### src/rtl/pc_sequencer.sv
// pc_sequencer: PC register, branch-target register and return-address stack for the multicycle datapath.
module pc_sequencer #(
   parameter logic [31:0] RESET_PC  = 32'h0000_0000,
   parameter int          RAS_DEPTH = 4
) (
   input  logic        clk,
   input  logic        rst,
   input  logic [2:0]  op,
   input  logic [31:0] off_sh,
   input  logic        br_cond,
   input  logic [25:0] jidx,
   output logic [31:0] pc,
   output logic [31:0] target,
   output logic        tgt_valid,
   output logic        taken,
   output logic        ras_empty,
   output logic        ras_full,
   output logic        err
);
   localparam int PW = $clog2(RAS_DEPTH) + 1;
   localparam logic [PW-1:0] FULL = PW'(RAS_DEPTH);
   localparam logic [2:0] OP_FETCH = 3'd1, OP_TGT = 3'd2, OP_BR = 3'd3,
                          OP_JMP = 3'd4, OP_CALL = 3'd5, OP_RET = 3'd6;
   typedef enum logic {EMPTY, VALID} state_t;
   state_t state, state_nx;
   logic [PW-1:0] ptr, ptr_nx;
   logic [31:0] ras [RAS_DEPTH];
   logic [31:0] pc_nx, target_nx, jpc;
   logic taken_nx, err_nx, push;
   assign tgt_valid = (state == VALID);
   assign jpc = {pc[31:28], jidx, 2'b00};
   always_comb begin
      state_nx  = state;
      pc_nx     = pc;
      target_nx = target;
      taken_nx  = 1'b0;
      err_nx    = err;
      ptr_nx    = ptr;
      push      = 1'b0;
      case (op)
         OP_FETCH: begin
            pc_nx    = pc + 32'd4;
            state_nx = EMPTY;
         end
         OP_TGT: begin
            target_nx = pc + off_sh;
            state_nx  = VALID;
         end
         OP_BR: begin
            state_nx = EMPTY;
            if (state == VALID) begin
               pc_nx    = br_cond ? target : pc;
               taken_nx = br_cond;
            end else
               err_nx = 1'b1;
         end
         OP_JMP: begin
            pc_nx    = jpc;
            taken_nx = 1'b1;
            state_nx = EMPTY;
         end
         OP_CALL: begin
            pc_nx    = jpc;
            taken_nx = 1'b1;
            state_nx = EMPTY;
            if (ptr == FULL)
               err_nx = 1'b1;
            else begin
               push   = 1'b1;
               ptr_nx = ptr + 1'b1;
            end
         end
         OP_RET: begin
            state_nx = EMPTY;
            if (ptr == '0)
               err_nx = 1'b1;
            else begin
               pc_nx    = ras[ptr[PW-2:0] - 1'b1];
               ptr_nx   = ptr - 1'b1;
               taken_nx = 1'b1;
            end
         end
         default: ;
      endcase
   end
   always_ff @(posedge clk) begin
      if (rst) begin
         state     <= EMPTY;
         pc        <= RESET_PC;
         target    <= '0;
         taken     <= 1'b0;
         err       <= 1'b0;
         ptr       <= '0;
         ras_empty <= 1'b1;
         ras_full  <= 1'b0;
      end else begin
         state     <= state_nx;
         pc        <= pc_nx;
         target    <= target_nx;
         taken     <= taken_nx;
         err       <= err_nx;
         ptr       <= ptr_nx;
         ras_empty <= (ptr_nx == '0);
         ras_full  <= (ptr_nx == FULL);
      end
   end
   always_ff @(posedge clk) begin
      if (!rst && push)
         ras[ptr[PW-2:0]] <= pc;
   end
endmodule
### config.mk
export PLATFORM = sky130hd
export DESIGN_NAME = pc_sequencer
export DESIGN_NICKNAME = d
export VERILOG_FILES = /design/src/rtl/pc_sequencer.sv
export SDC_FILE = /design/constraint.sdc
export NUM_CORES = 1
export LEC_CHECK = 0
export BUFFER_PORTS_ARGS = -buffer_cell sky130_fd_sc_hd__clkbuf_2
export CAP_MARGIN = 20
export CORE_ASPECT_RATIO = 2
export CORE_MARGIN = 2
export CORE_UTILIZATION = 55
export CTS_BUF_LIST = sky130_fd_sc_hd__clkbuf_8
export DETAILED_ROUTE_END_ITERATION = 8
export MAX_ROUTING_LAYER = met4
export PLACE_DENSITY = 0.77
export SETUP_SLACK_MARGIN = 0.5
export SLEW_MARGIN = 30
export SYNTH_ARGS = -nofsm -noshare
export SYNTH_HDL_FRONTEND = slang
export SYNTH_SLANG_ARGS = --single-unit
### constraint.sdc
create_clock -name clk -period 3.28 [get_ports clk]
set_clock_uncertainty 0.1 [all_clocks]
set_input_delay 0.164 -clock clk [delete_from_list [all_inputs] [get_ports clk]]
set_output_delay 0.164 -clock clk [all_outputs]
set_load 0.03 [all_outputs]
==> summary.md, run 1 <==
| Metric | Value |
|---|---|
| Outcome | `completed` |
| Cells after Synth | `around 950` |
| Fmax achieved | `about 0.37 GHz` |
| Commonest non-fill, non-tap cells in the layout | `132 x clkbuf_2, 128 x edfxtp_1, 102 x nand2_1` |
| Vias in the first global route | `about 8600` |
| Ys Warns | `0` |
| CP peak stage delay | `roughly 0.57 ns` |
| Critical path launch point type | `flop` |
| Die width | `between 100 and 150 um` |
| HPWL after DPL | `~23000 um` |
| DRT Pass-1 Iters | `6` |
| Final #Nets | `~1200` |
| DR iter-0 viols | `787` |
| HP Start | `jidx[2]` |
| # rows | `between 70 and 80` |
| Clock Pin Slew Worst Setup and Hold Paths | `0.10 ns` |
| Core area | `0.01866 mm^2` |
| PD cells | `about 450 mW/mm^2` |
| Placement Setup Slack | `~0.35 ns` |
| Layout area overhead | `15.99%` |
| Max FO, Critical Path | `17` |
| Global route overflow | `0` |
| Largest net degree at the start of global routing | `36` |
| Max-slew violation count | `0` |
| Port bufs | `about 130` |
| Initial Utilization | `0.5574` |
| Worst min path class | `in -> reg` |
| Peak supply drop | `around 270 uV` |
| CTS buffer count | `17` |
| Reg-to-reg startpoint | `ptr[1]$_SDFF_PP0_` |
| Setup crit end kind | `flop` |
| Fin. Hold Viols | `0` |
| Routed Antenna Nets | `0` |
| Drc violations | `0` |
| Synthesized Nets | `1051` |
| Commonest non-fill, non-tap cell in the layout | `clkbuf_2` |
| Worst slew pin tran | `0.7953 ns` |
| Vias post-DR | `a little under 9000` |
| Ant diodes | `0` |
| Post-DR vias/cell | `about 6.7` |
| Max-Cap Viols | `0` |
| Die Y | `slightly below 200 um` |
| Critical path cell sequence | `inv_1 -> ha_1 -> nand2b_1 -> nand2b_1 -> nand2_1 -> a22o_1 -> buf_4 -> a21oi_1 -> a311oi_1` |
| Gr usage total | `0.3287` |
| Required time worst endpoint | `3.55 ns` |
| Prevailing post-synth register cell | `edfxtp_1` |
| Crit. Startpoint | `ptr[1]$_SDFF_PP0_` |
| Final worst path period share | `0.8186` |
| Arr. time, crit path | `between 2 and 3 ns` |
| Most numerous cell on the critical path | `nand2b_1` |
| Sequential area share after synthesis | `0.5082` |
| Share of cells above drive strength 1 | `0.2601` |
| Post-DP Area | `~0.012 mm^2` |
| Slowest CP cell | `a22o_1` |
| RSZ-0062 raised after global routing | `true` |
| Routed WL | `between 30000 and 40000 um` |
| Clk sink count | `200` |
| Final instance area | `between 0.01 and 0.015 mm^2` |
| FF+latch count, synth | `200` |
| Global-route wire length before repair | `approximately 48000 um` |
| GPL Wtd Cong | `around 0.97` |
| Die Area | `around 0.020 mm^2` |
| Total Power | `5398 uW` |
| Library cells used by synthesis | `73` |
| Max Buffers Root-to-Sink | `2` |
| Later-pin clock latency in the skew report | `between 0.4 and 0.5 ns` |
| H-Tree Depth | `4` |
| DR WL/cell | `~24 um` |
| Slew margin rel. | `0.4698` |
| Async S/R FF share, synth | `0` |
| Crit Path Category | `reg -> reg` |
| IO Pins | `between 100 and 150` |
| Final setup margin | `between 0.5 and 0.6 ns` |
| Root buffer cell | `clkbuf_8` |
| Antenna violations before repair | `0` |
| EDFF count, synth | `128` |
| Syn Area/Cell | `around 11 um^2` |
| Post-Syn Area | `roughly 0.010 mm^2` |
| P_leak | `approximately 0.0046 uW` |
| Endpoints failing setup | `0` |
| CTS tree | `yes` |
| Setup TNS | `0 ns` |
| Post-layout minimum cycle time | `roughly 2.7 ns` |
[cell type report]
type                    instances  area, um^2
multi-input cells             685        4952
clock buffers                  20       275.3
fillers                      1488        6594
inverters                       9       33.78
clock inverters                12       77.57
repair buffers                189        1161
flip-flops and latches        200        5288
well taps                     219       274.0
[critical path, delay by kind of cell (launching register included)]
kind | cells | cell delay, ns
AO/OA/AOI/OAI | 3 | 0.99
buffers and inverters | 2 | 0.48
flip-flops | 1 | 0.45
AND/OR/NAND/NOR | 3 | 0.34
adder cells (fa/ha/maj) | 1 | 0.21
[sequential cells by signal, indices dropped and copies added, names as in the netlist]
register,flops
ras,128
pc,32
target,32
ptr,3
err,1
ras_empty,1
ras_full,1
taken,1
tgt_valid,1
[synth_stat cells, types with 8 or more instances]
library cell,instances,area (um^2)
edfxtp_1,128,3844
buf_2,9,45.04
clkbuf_1,40,150.1
a21o_1,8,60.06
nor3_1,20,100.1
nor2b_1,16,100.1
ha_1,37,462.9
a211oi_1,18,135.1
and3_1,14,87.58
o21ai_0,64,320.3
nand3_1,18,90.09
a22oi_1,11,82.58
nand2b_1,11,68.82
a22o_1,22,192.7
nand2_1,102,382.9
mux4_2,32,720.7
inv_1,9,33.78
dfxtp_1,72,1441
xor2_1,14,122.6
xnor2_1,16,140.1
nor2_1,62,232.7
a21oi_1,87,435.4
[logic make-up (layout without fill, tap and decap cells)]
| kind of cell | count (synthesis) | count (layout) | synth area share |
|---|---|---|---|
| flops | 200 | 200 | 0.5082 |
| mux | 33 | 33 | 0.07039 |
| xor+xnor | 30 | 30 | 0.02527 |
| compound gates | 297 | 297 | 0.1889 |
| buf+inv | 64 | 230 | 0.02527 |
| simple gates | 287 | 287 | 0.1355 |
| fa+ha+maj | 38 | 38 | 0.04644 |
[metal layers]
layer  vias to the layer above  global-route usage  share of wire
li1                       3945                   -              -
met1                      4327              0.3835           0.37
met2                       508              0.5470           0.51
met3                       120             0.04216          0.071
met4                         0              0.1752          0.052
met5                         -                   -              0
[metrics by stage]
stage	hold WS, ns	instances	utilization
finish	0.008461	1334	0.6465
global route	0.01458	1334	0.6465
CTS	0.001817	1330	0.6417
detailed placement	0.3718	1294	0.6196
global placement	0.3677	1294	0.6196
floorplan	0.3084	949	-
[repair_timing]
item / 4_1_cts / 5_1_grt
setup buffers: 0 / 4
hold buffers: 4 / 0
pin swaps: 2 / 4
endpoints found under the hold margin: 4 / 0
gates resized for setup: 4 / 12
endpoints found under the setup margin: 5 / 11
[report_power, final]
| part | internal [uW] | switching (uW) |
|---|---|---|
| Clock | 580 | 878 |
| Combinational | 425 | 706 |
| Sequential | 2740 | 66.0 |
| Total | 3750 | 1650 |
[final timing paths]
| check | end | slack (ns) | cells past startpoint |
|---|---|---|---|
| worst max-delay path | pc[13]$_SDFFE_PP0P_ | 0.59 | 9 |
| worst min-delay path | pc[4]$_SDFFE_PP0P_ | 0.008 | 3 |
| worst max register to register | pc[13]$_SDFFE_PP0P_ | 0.59 | 9 |
| worst min register to register | target[1]$_SDFFE_PP0P_ | 0.38 | 2 |
No activity file was read; power rests on OpenSTA's default activity.
==> run 2: changes to the inputs <==
--- a/config.mk
+++ b/config.mk
@@ -9,11 +9,11 @@
 export CAP_MARGIN = 20
 export CORE_ASPECT_RATIO = 2
 export CORE_MARGIN = 2
-export CORE_UTILIZATION = 55
+export CORE_UTILIZATION = 60
 export CTS_BUF_LIST = sky130_fd_sc_hd__clkbuf_8
 export DETAILED_ROUTE_END_ITERATION = 8
 export MAX_ROUTING_LAYER = met4
-export PLACE_DENSITY = 0.77
+export PLACE_DENSITY = 0.8
 export SETUP_SLACK_MARGIN = 0.5
 export SLEW_MARGIN = 30
 export SYNTH_ARGS = -nofsm -noshare
==> constraint.sdc (replaced) <==
create_clock -name clk -period 2.63 [get_ports clk]
set_clock_uncertainty 0.1 [all_clocks]
set_input_delay 0.1315 -clock clk [delete_from_list [all_inputs] [get_ports clk]]
set_output_delay 0.1315 -clock clk [all_outputs]
set_load 0.03 [all_outputs]
==> run 2 against run 1 <==
Total power increased by 36%. Via count increased by 10%. Combinational power increased by 66%. Sequential power increased by 26%. Count of clock-buffer cells in the layout decreased by 3. Critical endpoint is now target[28]$_SDFFE_PP0P_. Highest routed layer unchanged. Sequential cell count unchanged. Global-route usage increased by 5.8 points. Clock power increased by 33%. Core utilization increased by 16 points. First-iteration DRC count increased by 40%. Largest power group unchanged. Worst hold slack improved by 0.0085 ns.
==> summary.md, run 2 (synthesis gave the netlist of run 1 again) <==
| Metric | Value |
|---|---|
| Worst min path class | `in -> reg` |
| HPWL after DPL | `23140 um (+1.9%)` |
| Root buffer cell | `clkbuf_8` |
| Hold path endpoint | `pc[23]$_SDFFE_PP0P_` |
| Worst Hold Slack | `0.01691 ns (+0.008453 ns)` |
| P_leak | `0.005202 uW (+14%)` |
| Met3 Wirelength | `3433 um (+51%)` |
| Critical path launch point type | `flop` |
| HP Start | `jidx[21]` |
| Peak supply drop | `411.0 uV (+54%)` |
| Global route overflow | `0 (unchanged)` |
| Global-route wire length before repair | `52620 um (+10%)` |
| CTS tree | `yes` |
| Crit path depth | `10 (+1)` |
| Endpoints failing setup | `0 (unchanged)` |
| Fmax achieved | `0.4006 GHz (+7.6%)` |
| Slew margin rel. | `0.4727 (+0.002882)` |
| Die Area | `0.01846 mm^2 (-8.1%)` |
| Buf+Inv Stages, Crit Path | `1 (-1)` |
| Vias post-DR | `9805 (+10%)` |
| DR WL/cell | `26.06 um (+8.7%)` |
| Die width | `97.09 um (-4.1%)` |
| FF-to-FF setup slack | `0.13 ns (-0.46 ns)` |
| Setup crit end kind | `flop` |
| Commonest non-fill, non-tap cells in the layout | `132 x clkbuf_2, 128 x edfxtp_1, 96 x nand2_1` |
| Later-pin clock latency in the skew report | `0.51 ns (+0.03 ns)` |
| Initial Utilization | `0.6081 (+0.05065)` |
| Critical path cell sequence | `ha_4 -> fa_2 -> a211oi_4 -> o21bai_4 -> buf_6 -> a211oi_2 -> a22oi_2 -> nand2_1 -> o21ai_2 -> mux2_4` |
| Gr usage total | `0.3869 (+0.05818)` |
| RSZ-0062 raised after global routing | `true` |
| # rows | `68 (-4.2%)` |
| Core area | `0.01710 mm^2 (-8.3%)` |
| Highest Signal Layer | `met4` |
| Routed WL | `36900 um (+15%)` |
| DR iter-0 viols | `1099 (+40%)` |
| Worst reg2reg path depth | `10 (+1)` |
| Max reg flops | `128 (unchanged)` |
| WL met1 | `12530 um (+6.9%)` |
| Drc violations | `0 (unchanged)` |
| PD cells | `530.1 mW/mm^2 (+18%)` |
| Max Buffers Root-to-Sink | `2 (unchanged)` |
| Ant diodes | `0 (unchanged)` |
| Commonest non-fill, non-tap cell in the layout | `clkbuf_2` |
| Clock Pin Slew Worst Setup and Hold Paths | `0.11 ns (about the same)` |
| Arr. time, crit path | `2.79 ns (-0.16 ns)` |
| GPL Wtd Cong | `0.9949 (+2.5%)` |
| CP peak stage delay | `0.38 ns (-0.19 ns)` |
| H-Tree Depth | `4 (unchanged)` |
| Required time worst endpoint | `2.93 ns (-0.62 ns)` |
| Crit Path Category | `reg -> reg` |
| Setup TNS | `0 ns (unchanged)` |
| DRT Pass-1 Iters | `7 (+1)` |
| Clk sink count | `200 (unchanged)` |
| Reg-to-reg startpoint | `pc[0]$_SDFFE_PP0P_` |
| Max FO, Critical Path | `3 (-14)` |
| Max-slew violation count | `0 (unchanged)` |
| Slowest CP cell | `fa_2` |
| Share of cells above drive strength 1 | `0.4171 (+0.1570)` |
| Max-Cap Viols | `0 (unchanged)` |
| Outcome | `completed` |
| Largest net degree at the start of global routing | `30 (-17%)` |
| Final #Nets | `1295 (+7.6%)` |
| Die Y | `190.2 um (-4.2%)` |
| Worst slew pin tran | `0.7909 ns (-0.004323 ns)` |
| R2R Path End | `target[28]$_SDFFE_PP0P_` |
| IO Pins | `133 (unchanged)` |
| Total Power | `7349 uW (+36%)` |
| DR WL met2 | `17800 um (+9.0%)` |
| Port bufs | `132 (unchanged)` |
| Fin. Hold Viols | `0 (unchanged)` |
| Final worst path period share | `0.9490 (+0.1304)` |
| Routed Antenna Nets | `0 (unchanged)` |
| Crit path max-delay family | `compound AO/OA/AOI/OAI gates` |
| Layout area overhead | `33.30%` |
| Antenna violations before repair | `0 (unchanged)` |
| CTS buffer count | `17 (unchanged)` |
| Post-layout minimum cycle time | `2.496 ns (-0.1890 ns)` |
| Vias in the first global route | `9511 (+10%)` |
| Worst Hold Depth | `3 (unchanged)` |
| Post-DR vias/cell | `6.924 (+3.8%)` |
| Final core utilization | `0.8106 (+0.1640)` |
==> run 2: cell count changes in the layout (fill, tap and decap cells not counted), moves of 8 or more <==
cell	previous run	this run
o21ai_2	2	10
ha_4	0	19
o21ai_1	5	19
a21oi_1	87	67
buf_6	0	18
dlygate4sd3_1	4	24
dfxtp_4	0	23
buf_4	48	90
o21ai_0	64	41
dfxtp_1	70	42
a21oi_2	0	16
ha_1	37	14
==> run 2: how the worst max path moves through the flow <==
stage                       startpoint                       to  slack (ns)
floorplan            ptr[0]$_SDFF_PP0_      pc[25]$_SDFFE_PP0P_        0.15
global placement    pc[2]$_SDFFE_PP0P_  target[21]$_SDFFE_PP0P_        0.20
detailed placement  pc[2]$_SDFFE_PP0P_  target[21]$_SDFFE_PP0P_        0.10
CTS                 pc[0]$_SDFFE_PP0P_  target[30]$_SDFFE_PP0P_        0.20
global route        pc[0]$_SDFFE_PP0P_  target[30]$_SDFFE_PP0P_        0.06
finish              pc[0]$_SDFFE_PP0P_  target[28]$_SDFFE_PP0P_        0.13
==> run 2: metrics by stage <==
step / setup WS, ns / instances / instance area, um^2
6_report: 0.1340 / 1416 / 13860
5_1_grt: 0.05784 / 1416 / 13860
4_1_cts: 0.2002 / 1378 / 13220
3_5_place_dp: 0.1035 / 1285 / 11900
3_3_place_gp: 0.2010 / 1285 / 11900
2_1_floorplan: 0.1479 / 949 / 10890
==> run 2: timing repair <==
| action | 4_1_cts | 5_1_grt |
|---|---|---|
| resized for setup | 86 | 83 |
| gates cloned | 2 | 1 |
| pin swaps | 32 | 58 |
| setup endpoints to repair | 55 | 56 |
| hold endpoints to repair | 30 | 0 |
| setup buffers | 35 | 37 |
| hold buffers | 24 | 0 |
==> run 2: layout make-up <==
cell class | count | area [um^2]
tap | 210 | 262.8
fill | 976 | 3239
clock buffer | 17 | 234.0
inverter | 9 | 41.29
multi-input combinational | 686 | 5728
timing repair buffer | 279 | 2077
clock inverter | 15 | 138.9
sequential | 200 | 5380
==> run 2: power by group <==
| group | switching (uW) | internal, uW |
|---|---|---|
| clock network | 1240 | 696 |
| logic | 1060 | 822 |
| registers | 114 | 3420 |
| total | 2410 | 4940 |
==> run 2: worst register-to-register path, cell delays in order (launching register included) <==
cell	delay, ns
dfxtp_4	0.37
ha_4	0.16
fa_2	0.38
a211oi_4	0.28
o21bai_4	0.11
buf_6	0.15
a211oi_2	0.23
a22oi_2	0.12
nand2_1	0.14
o21ai_2	0.08
mux2_4	0.30
==> run 2: routing by layer <==
layer,vias up,track usage
li1,4142,-
met1,4615,0.4354
met2,797,0.6290
met3,251,0.06062
met4,0,0.2709
met5,-,-
